## src/rtl/mux4_arbiter.sv

```systemverilog
// mux4_arbiter: round-robin arbiter for four requesters sharing one 1-bit 4:1 mux path.
//
// Ports:
//   clk    - rising-edge clock for all state
//   rst_n  - synchronous active-low reset
//   req    - request lines, bit i = requester i wants the path
//   in0-3  - requester data bits
//   gnt    - registered one-hot grant, zero when there is no owner
//   sel    - registered mux select, index of current or last owner
//   out    - in[sel] while gnt is nonzero, else 0
//   busy   - registered, high in GRANT or GAP
//
// Optional feature: define MUX_ARB_TIMEOUT_EN to force an owner off the path after
// HOLD_MAX grant cycles when another requester is waiting. Without it HOLD_MAX is unused.

module mux4_arbiter #(
  parameter int unsigned HOLD_MAX = 8
) (
  input  logic       clk,
  input  logic       rst_n,
  input  logic [3:0] req,
  input  logic       in0,
  input  logic       in1,
  input  logic       in2,
  input  logic       in3,
  output logic [3:0] gnt,
  output logic [1:0] sel,
  output logic       out,
  output logic       busy
);

  if ((HOLD_MAX == 0) || (HOLD_MAX > 255)) begin : g_hold_range
    $error("mux4_arbiter: HOLD_MAX must be in 1..255");
  end

  typedef enum logic [1:0] {StIdle, StGrant, StGap} state_e;

  state_e     state_q, state_d;
  logic [3:0] gnt_q, gnt_d;
  logic [1:0] sel_q, sel_d;
  logic [1:0] ptr_q, ptr_d;
  logic       busy_q;
  logic [1:0] win;
  logic       grant_new;
  logic       timeout;

  // Round-robin pick: scan from ptr upward with wrap. Descending loop so the
  // smallest offset from ptr is the last (winning) assignment.
  always_comb begin
    logic [1:0] idx;
    win = ptr_q;
    for (int i = 3; i >= 0; i--) begin
      idx = ptr_q + 2'(i);
      if (req[idx]) win = idx;
    end
  end

`ifdef MUX_ARB_TIMEOUT_EN
  logic [7:0] hold_q;
  logic [7:0] hold_inc;

  assign hold_inc = (hold_q == 8'(HOLD_MAX)) ? hold_q : hold_q + 8'd1;
  // Release when this grant cycle is the HOLD_MAX-th and someone else is waiting.
  assign timeout  = (hold_inc == 8'(HOLD_MAX)) && |(req & ~gnt_q);

  // Cleared whenever the next cycle is not a continued grant, so it restarts
  // at zero on every entry into GRANT.
  always_ff @(posedge clk) begin
    if (!rst_n) begin
      hold_q <= '0;
    end else if ((state_q == StGrant) && (state_d == StGrant)) begin
      hold_q <= hold_inc;
    end else begin
      hold_q <= '0;
    end
  end
`else
  assign timeout = 1'b0;
`endif

  always_comb begin
    state_d   = state_q;
    gnt_d     = gnt_q;
    sel_d     = sel_q;
    ptr_d     = ptr_q;
    grant_new = 1'b0;
    unique case (state_q)
      StIdle: begin
        if (|req) grant_new = 1'b1;
      end
      StGrant: begin
        // sel_q is the owner's index while in GRANT.
        if (!req[sel_q] || timeout) begin
          state_d = StGap;
          gnt_d   = '0;
        end
      end
      StGap: begin
        if (|req) grant_new = 1'b1;
        else      state_d   = StIdle;
      end
      default: begin
        state_d = StIdle;
        gnt_d   = '0;
      end
    endcase
    if (grant_new) begin
      state_d = StGrant;
      gnt_d   = 4'b0001 << win;
      sel_d   = win;
      ptr_d   = win + 2'd1;
    end
  end

  always_ff @(posedge clk) begin
    if (!rst_n) begin
      state_q <= StIdle;
      gnt_q   <= '0;
      sel_q   <= '0;
      ptr_q   <= '0;
      busy_q  <= 1'b0;
    end else begin
      state_q <= state_d;
      gnt_q   <= gnt_d;
      sel_q   <= sel_d;
      ptr_q   <= ptr_d;
      busy_q  <= (state_d != StIdle);
    end
  end

  always_comb begin
    out = 1'b0;
    if (|gnt_q) begin
      unique case (sel_q)
        2'd0:    out = in0;
        2'd1:    out = in1;
        2'd2:    out = in2;
        default: out = in3;
      endcase
    end
  end

  assign gnt  = gnt_q;
  assign sel  = sel_q;
  assign busy = busy_q;

endmodule

```

## config.mk

```make
export PLATFORM = sky130hd
export DESIGN_NAME = mux4_arbiter
export DESIGN_NICKNAME = d
export VERILOG_FILES = /design/src/rtl/mux4_arbiter.sv
export SDC_FILE = /design/constraint.sdc
export NUM_CORES = 1
export LEC_CHECK = 0
export BUFFER_PORTS_ARGS = -buffer_cell sky130_fd_sc_hd__buf_2
export CORE_AREA = 3 3 40 42
export DETAILED_ROUTE_END_ITERATION = 10
export DIE_AREA = 0 0 43 45
export MAX_ROUTING_LAYER = met4
export PLACE_DENSITY_LB_ADDON = 0.3
export SLEW_MARGIN = 40
export SYNTH_ARGS = -nofsm -noshare
export SYNTH_HDL_FRONTEND = slang
export SYNTH_SLANG_ARGS = --single-unit
```

## constraint.sdc

```tcl
create_clock -name clk -period 2.6 [get_ports clk]
set_input_delay 0 -clock clk [delete_from_list [all_inputs] [get_ports clk]]
set_output_delay 0 -clock clk [all_outputs]
set_load 0.01 [all_outputs]
```

==> results of run 1 <==
-- worst paths after layout --
check / start / slack, ps / cells after the start / end
max: sel[0] / 920 / 5 / gnt[1]
min: rst_n / 50 / 2 / ptr_q[0]
min reg2reg: state_q[1] / 440 / 1 / state_q[1]
max reg2reg: sel[0] / 920 / 5 / gnt[1]
-- per-layer routing --
layer  track usage  wire length, um  up-vias
li1              -                -      265
met1        0.1809              571      270
met2        0.2485              643       14
met3       0.06375               67        5
met4        0.1084               32        0
met5             -                0        -
-- synthesized netlist by cell type (2+ instances only) --
| cell | number |
|---|---|
| sky130_fd_sc_hd__a21boi_0 | 5 |
| sky130_fd_sc_hd__nor2_1 | 2 |
| sky130_fd_sc_hd__dfxtp_1 | 11 |
| sky130_fd_sc_hd__nand3b_1 | 3 |
| sky130_fd_sc_hd__a21oi_1 | 2 |
| sky130_fd_sc_hd__nand2_1 | 7 |
| sky130_fd_sc_hd__nor2b_1 | 4 |
| sky130_fd_sc_hd__o21ai_0 | 3 |
-- power by group --
group	leakage [nW]	internal (W)	total (W)	switching [W]
registers	0.0908	0.000188	0.000208	0.0000207
clock network	0.0150	0.0000595	0.000118	0.0000588
logic	0.190	0.0000571	0.000120	0.0000629
-- cell families (layout without fill, tap and decap cells) --
logic type	Yosys count	in the layout	share of synthesized area
flops	11	11	0.3801
compound gates	20	20	0.2786
mux	2	2	0.08424
xor+xnor	1	1	0.01512
buf+inv	2	22	0.01295
simple gates	23	23	0.2290
-- per-stage QoR --
stage | area (um^2) | hold WS, ps | power [W]
6_report | 705.7 | 46.65 | 0.0004467
5_1_grt | 705.7 | 45.21 | 0.0004743
4_1_cts | 705.7 | 34.36 | 0.0004502
3_5_place_dp | 679.4 | 329.5 | 0.0003302
3_3_place_gp | 679.4 | 328.0 | 0.0003279
2_1_floorplan | 579.3 | 170.6 | 0.0002893
-- registers in the layout (all words and copies together) (netlist names) --
signal,flops
sel,2
state_q,2
ptr_q,2
gnt,4
busy,1
-- cell type report --
class                           instances  area, um^2  area share
Clock buffer                            4       26.28     0.03723
Sequential cell                        11       220.2      0.3121
Inverter                                1       3.754    0.005319
Timing Repair Buffer                   17       85.08      0.1206
Multi-Input combinational cell         46       351.6      0.4982
Tap cell                               15       18.77     0.02660
==> Implementation_results.wiki, run 1 <==
{| class="wikitable"
! Metric !! Value
|-
| Cell Pwr Density || 633.0 mW/mm^2
|-
| Post-synthesis cell count || 59
|-
| Leading cell type in the layout, fill and taps excluded || sky130_fd_sc_hd__buf_2
|-
| Slowest cell on crit path || sky130_fd_sc_hd__mux4_1
|-
| Setup crit end kind || flop
|-
| Cell count after placement || 90
|-
| Number of antenna violations at the first check in global routing || 0
|-
| Post-cts hold buffer count || 0
|-
| Clock insertion delay at the later pin of the skew report || roughly 270 ps
|-
| Final hold violations || 0
|-
| Num ports || 18
|-
| Buf/Inv on CP || 0
|-
| Commonest cells after routing, fill and taps aside || sky130_fd_sc_hd__buf_2, sky130_fd_sc_hd__dfxtp_1, sky130_fd_sc_hd__nand2_1
|-
| Top achievable clock speed || 593.7 MHz
|-
| Remaining antenna violation count || 0
|-
| Number of flip-flops and latches in the synthesized netlist || 11
|-
| Pre-CTS WS || between 900 and 1000 ps
|-
| Run status || finished, final reports clean
|-
| # rows || 13
|-
| Average wire length per cell after detail routing || 13.99 um
|-
| Iteration-0 DRC Markers || 9
|-
| Worst-Margin Slew || 508.3 ps
|-
| Startpoint types || flop
|-
| Synth Warn # || 0
|-
| Share of final-layout standard cells stronger than drive strength 1 || 0.2911
|-
| # diodes || 0
|-
| Area growth from synthesis to final layout || 21.81%
|-
| Quantity of gates resized following cts || 0
|-
| Global-route wire length before repair || 2.187 mm
|-
| Largest net degree at the start of global routing || 12
|-
| Sequential element share of the synthesized area || 0.3801
|-
| Core Footprint || 0.001285 mm^2
|-
| Cell area after technology mapping || between 500 and 600 um^2
|-
| Number of remaining DRC errors || 0
|-
| Classification of the worst setup path || flop to flop
|-
| Routed wire length || 1.315 mm
|-
| Fraction of synthesis flops using an asynchronous set or reset pin || 0
|-
| Via/cell ratio || 5.894
|-
| Post-CTS setup-driven buffer insertion count || 0
|-
| H-Tree Level Count || 1
|-
| Clock transition time at the flip-flop clock pins of the worst setup and hold paths || around 70 ps
|-
| Number of max-slew violations in the final report || 0
|-
| Main synth FF type || sky130_fd_sc_hd__dfxtp_1
|-
| Count of maximum capacitance violations || 0
|-
| Total of fill cells in the finished design || between 100 and 150
|-
| Total congestion overflow || 0
|-
| Number of iterations in the first detailed-routing pass || 4
|-
| Number of CTS-inserted buffers || 3
|-
| Leading post-synthesis cells by cell area || sky130_fd_sc_hd__dfxtp_1, sky130_fd_sc_hd__a21boi_0, sky130_fd_sc_hd__mux4_1, sky130_fd_sc_hd__nand2_1, sky130_fd_sc_hd__nor2b_1
|-
| Number of port buffers || 17
|-
| Leading area contributor after synthesis || sky130_fd_sc_hd__dfxtp_1
|-
| Global placement routability congestion || just over 0.7
|-
| Full die area || about 0.0019 mm^2
|-
| Top Family by Delay on Critical Path || multiplexers
|-
| Setup slack after layout || approximately 900 ps
|-
| Path class of the lowest-slack min-delay path || input pin to flop
|-
| Net count of the mapped netlist || 69
|-
| Buffer type at the clock tree root || sky130_fd_sc_hd__clkbuf_4
|-
| Fin util || 0.5492
|-
| Fin nets || 90
|-
| Peak ir drop on the vdd network || 0.2875 mV
|-
| Number of distinct library cells after synthesis || 30
|-
| Die Y || between 40 and 50 um
|-
| Endpoint required time on the critical path || 2770 ps
|-
| Share of the clock period used by the worst path || 0.6478
|-
| Post-synthesis area per instance || just under 10 um^2
|-
| Bufs on Longest Clock Path || 2
|-
| Shortest clock period the worst path allows after layout || 1684 ps
|-
| Number of global-route vias before repair || 475
|-
| Number of standard cells in the layout, taps in and fillers out || 94
|-
| Final setup violation count || 0
|-
| Width of the die || 43 um
|-
| Vias || 554
|-
| TritonCTS clock tree || done
|-
| Worst-case headroom to the max-slew limit || 0.6580
|-
| Maximum fanout encountered on the critical timing path || 4
|-
| Initial core utilization || 0.4508
|-
| RSZ-0062 raised after global routing || false
|-
| Largest incremental delay on the critical path || 610 ps
|-
| P_leak || 0.2959 nW
|-
| Total Negative Setup Slacks || 0 ps
|-
| Data arrival, critical path || ~1900 ps
|-
| Synth top area share || 0.3801
|-
| Sequence of cells on the critical path || mux4_1 > nand3b_1 > nand2_1 > o2bb2ai_1 > and2_1
|-
| Post-route clock skew || 1.081 ps
|-
| GRT Resource Usage Total || 0.1647
|-
| Number of flops mapped to enable cells by yosys || 0
|-
| TritonCTS sink count || 11
|}
Power figures use the tool's default switching activity.
==> run 2: changes to the inputs <==
--- a/config.mk
+++ b/config.mk
@@ -5,10 +5,11 @@
 export SDC_FILE = /design/constraint.sdc
 export NUM_CORES = 1
 export LEC_CHECK = 0
+export ABC_AREA = 1
 export BUFFER_PORTS_ARGS = -buffer_cell sky130_fd_sc_hd__buf_2
-export CORE_AREA = 3 3 40 42
+export CORE_MARGIN = 3
+export CORE_UTILIZATION = 45
 export DETAILED_ROUTE_END_ITERATION = 10
-export DIE_AREA = 0 0 43 45
 export MAX_ROUTING_LAYER = met4
 export PLACE_DENSITY_LB_ADDON = 0.3
 export SLEW_MARGIN = 40
==> constraint.sdc (replaced) <==
create_clock -name clk -period 1.5 [get_ports clk]
set_input_delay 0 -clock clk [delete_from_list [all_inputs] [get_ports clk]]
set_output_delay 0 -clock clk [all_outputs]
set_load 0.01 [all_outputs]
==> Implementation_results.wiki, run 2 <==
{| class="wikitable"
! Metric !! Value
|-
| Run status || complete, but fails checks
|-
| Violated checks || negative setup slack
|-
| Leading cell type in the layout, fill and taps excluded || sky130_fd_sc_hd__nand2_1
|-
| Remaining antenna violation count || 0
|-
| Global placement routability congestion || 0.8913
|-
| Hold_ws || 153.7 ps
|-
| Core Footprint || 0.001399 mm^2
|-
| Path class of the lowest-slack min-delay path || input pin to flop
|-
| Worst-Margin Slew || 403.5 ps
|-
| Top achievable clock speed || 666.3 MHz
|-
| Die Y || roughly 46 um
|-
| GRT Resource Usage Total || 0.1805
|-
| Total Negative Setup Slacks || -0.9196 ps
|-
| Most used standard cell by instance count after synthesis || sky130_fd_sc_hd__nand2_1
|-
| Number of remaining DRC errors || 0
|-
| Endpoint required time on the critical path || 1670 ps
|-
| Via/cell ratio || 5.038
|-
| Classification of the worst setup path || flop to flop
|-
| RSZ-0062 raised after global routing || true
|-
| Post-synth top cells || sky130_fd_sc_hd__nand2_1, sky130_fd_sc_hd__inv_1, sky130_fd_sc_hd__a21oi_1
|-
| Count of maximum capacitance violations || 0
|-
| H-Tree Level Count || 1
|-
| Final hold violations || 0
|-
| Fin nets || 152
|-
| # diodes || 0
|-
| Initial core utilization || 0.5179
|-
| Main synth FF type || sky130_fd_sc_hd__dfxtp_1
|-
| Setup slack after layout || -0.9196 ps
|-
| Vias || 786
|-
| Fraction of synthesis flops using an asynchronous set or reset pin || 0
|-
| P_leak || 0.4982 nW
|-
| Post-synthesis area per instance || 6.139 um^2
|-
| Bufs on Longest Clock Path || 2
|-
| Max reg flops || 4
|-
| Routed wire length || ~1.7 mm
|-
| Leading area contributor after synthesis || sky130_fd_sc_hd__dfxtp_1
|-
| Full die area || between 0.002 and 0.0025 mm^2
|-
| Largest net degree at the start of global routing || 11
|-
| Number of flip-flops and latches in the synthesized netlist || 11
|-
| Leading post-synthesis cells by cell area || sky130_fd_sc_hd__dfxtp_1, sky130_fd_sc_hd__nand2_1, sky130_fd_sc_hd__nand2_2, sky130_fd_sc_hd__a21oi_1, sky130_fd_sc_hd__inv_1
|-
| Global-route wire length before repair || 2.718 mm
|-
| Number of global-route vias before repair || 654
|-
| Iteration-0 DRC Markers || 28
|-
| Number of port buffers || 17
|-
| Worst-case headroom to the max-slew limit || 0.7300
|-
| Cell Pwr Density || 1850 mW/mm^2
|-
| Num ports || 18
|-
| Peak ir drop on the vdd network || 1.024 mV
|-
| Final setup violation count || 1
|-
| TritonCTS sink count || 11
|-
| Clock insertion delay at the later pin of the skew report || approximately 270 ps
|-
| Synth Warn # || 0
|-
| Number of max-slew violations in the final report || 0
|-
| Post-CTS setup-driven buffer insertion count || 0
|-
| HPWL after DPL || 1.314 mm
|-
| Startpoint types || flop
|-
| Share of final-layout standard cells stronger than drive strength 1 || 0.3688
|-
| # rows || 13
|-
| TritonCTS clock tree || done
|-
| Number of antenna violations at the first check in global routing || 0
|-
| Number of flops mapped to enable cells by yosys || 0
|-
| Average wire length per cell after detail routing || 10.60 um
|-
| Post-route clock skew || 4.561 ps
|-
| Width of the die || 46.13 um
|-
| Total congestion overflow || 0
|-
| Number of distinct library cells after synthesis || 19
|-
| Post-synthesis cell count || 118
|-
| Maximum fanout encountered on the critical timing path || 10
|-
| Clock transition time at the flip-flop clock pins of the worst setup and hold paths || 70 ps
|-
| Setup crit end kind || flop
|-
| Shortest clock period the worst path allows after layout || 1501 ps
|-
| Area growth from synthesis to final layout || 27.12%
|-
| Data arrival, critical path || ~1700 ps
|-
| Sequential element share of the synthesized area || 0.3040
|-
| Share of the clock period used by the worst path || 1.001
|-
| Synth top area share || 0.3040
|-
| Number of CTS-inserted buffers || 3
|-
| Net count of the mapped netlist || 128
|-
| Buffer type at the clock tree root || sky130_fd_sc_hd__clkbuf_4
|-
| Cell area after technology mapping || 724.4 um^2
|-
| Number of iterations in the first detailed-routing pass || 4
|-
| Commonest cells after routing, fill and taps aside || sky130_fd_sc_hd__nand2_1, sky130_fd_sc_hd__buf_2, sky130_fd_sc_hd__inv_1, sky130_fd_sc_hd__nand2_2, sky130_fd_sc_hd__a21oi_1
|}
-- run 2: changes by cell type after synthesis, moves of 5 or more --
cell                       before  now
sky130_fd_sc_hd__inv_1          1   15
sky130_fd_sc_hd__nand2_1        7   40
sky130_fd_sc_hd__nand2_2        0   11
sky130_fd_sc_hd__a21boi_0       5    0
sky130_fd_sc_hd__a21oi_1        2   13
sky130_fd_sc_hd__nand3_1        0    9
-- run 2: final cells by class --
type / instances / area, um^2
fillers: 119 / 478.0
multi-input cells: 85 / 444.2
flip-flops and latches: 11 / 222.7
repair buffers: 20 / 122.6
inverters: 21 / 86.33
clock buffers: 4 / 26.28
well taps: 15 / 18.77
-- run 2: critical path: stages (launching register included) --
cell and delay (ps):
sky130_fd_sc_hd__dfxtp_2 330, sky130_fd_sc_hd__buf_12 140, sky130_fd_sc_hd__inv_8 70, sky130_fd_sc_hd__nand2_2 60, sky130_fd_sc_hd__nand2_2 70, sky130_fd_sc_hd__nand2_1 60, sky130_fd_sc_hd__nand2_2 70, sky130_fd_sc_hd__inv_2 40
sky130_fd_sc_hd__nand2_1 80, sky130_fd_sc_hd__nand3_2 90, sky130_fd_sc_hd__nand2_4 110, sky130_fd_sc_hd__nor2_4 40, sky130_fd_sc_hd__nand2_2 80, sky130_fd_sc_hd__nand3_2 70, sky130_fd_sc_hd__nand2_1 60, sky130_fd_sc_hd__inv_1 30
-- run 2: worst paths after layout --
check,startpoint,endpoint,slack (ps),depth (start not counted)
worst min-delay path,req[2],state_q[1],150,4
worst max-delay path,ptr_q[0],ptr_q[1],-0.9,15
worst max register to register,ptr_q[0],ptr_q[1],-0.9,15
worst min register to register,gnt[2],gnt[2],480,2
-- run 2: timing repair --
action	CTS	global route
pin swaps	3	3
setup endpoints to repair	2	8
hold buffers	1	0
gates resized for setup	6	8
hold endpoints to repair	2	0
cloned	0	0
-- run 2: where the power goes --
group | switching (W) | total, W | leakage [nW] | internal [W]
sequential | 0.0000694 | 0.000447 | 0.0914 | 0.000378
combinational | 0.000655 | 0.00106 | 0.392 | 0.000401
clock | 0.0000974 | 0.000200 | 0.0150 | 0.000103
total | 0.000822 | 0.00170 | 0.498 | 0.000882
-- run 2: stage by stage --
step	power, W	cells	instance area, um^2	worst slack [ps]	util
detailed placement	0.001410	151	844.6	-1.559	0.6038
global placement	0.001377	151	844.6	38.85	0.6038
CTS	0.001643	156	898.4	1.182	0.6422
global route	0.001870	156	920.9	-125.3	0.6583
floorplan	0.001158	118	724.4	176.0	-
finish	0.001703	156	920.9	-0.9196	0.6583
-- run 2: cells by family after synthesis --
family | synth area share
simple gates | 0.4283
compound gates | 0.1330
buf+inv | 0.1347
flops | 0.3040
-- run 2: routing by layer --
layer / part of all wire / global-route usage
met5: 0 / -
met4: 0 / 0.03409
met3: 0.11 / 0.07031
met2: 0.44 / 0.2582
met1: 0.45 / 0.2411
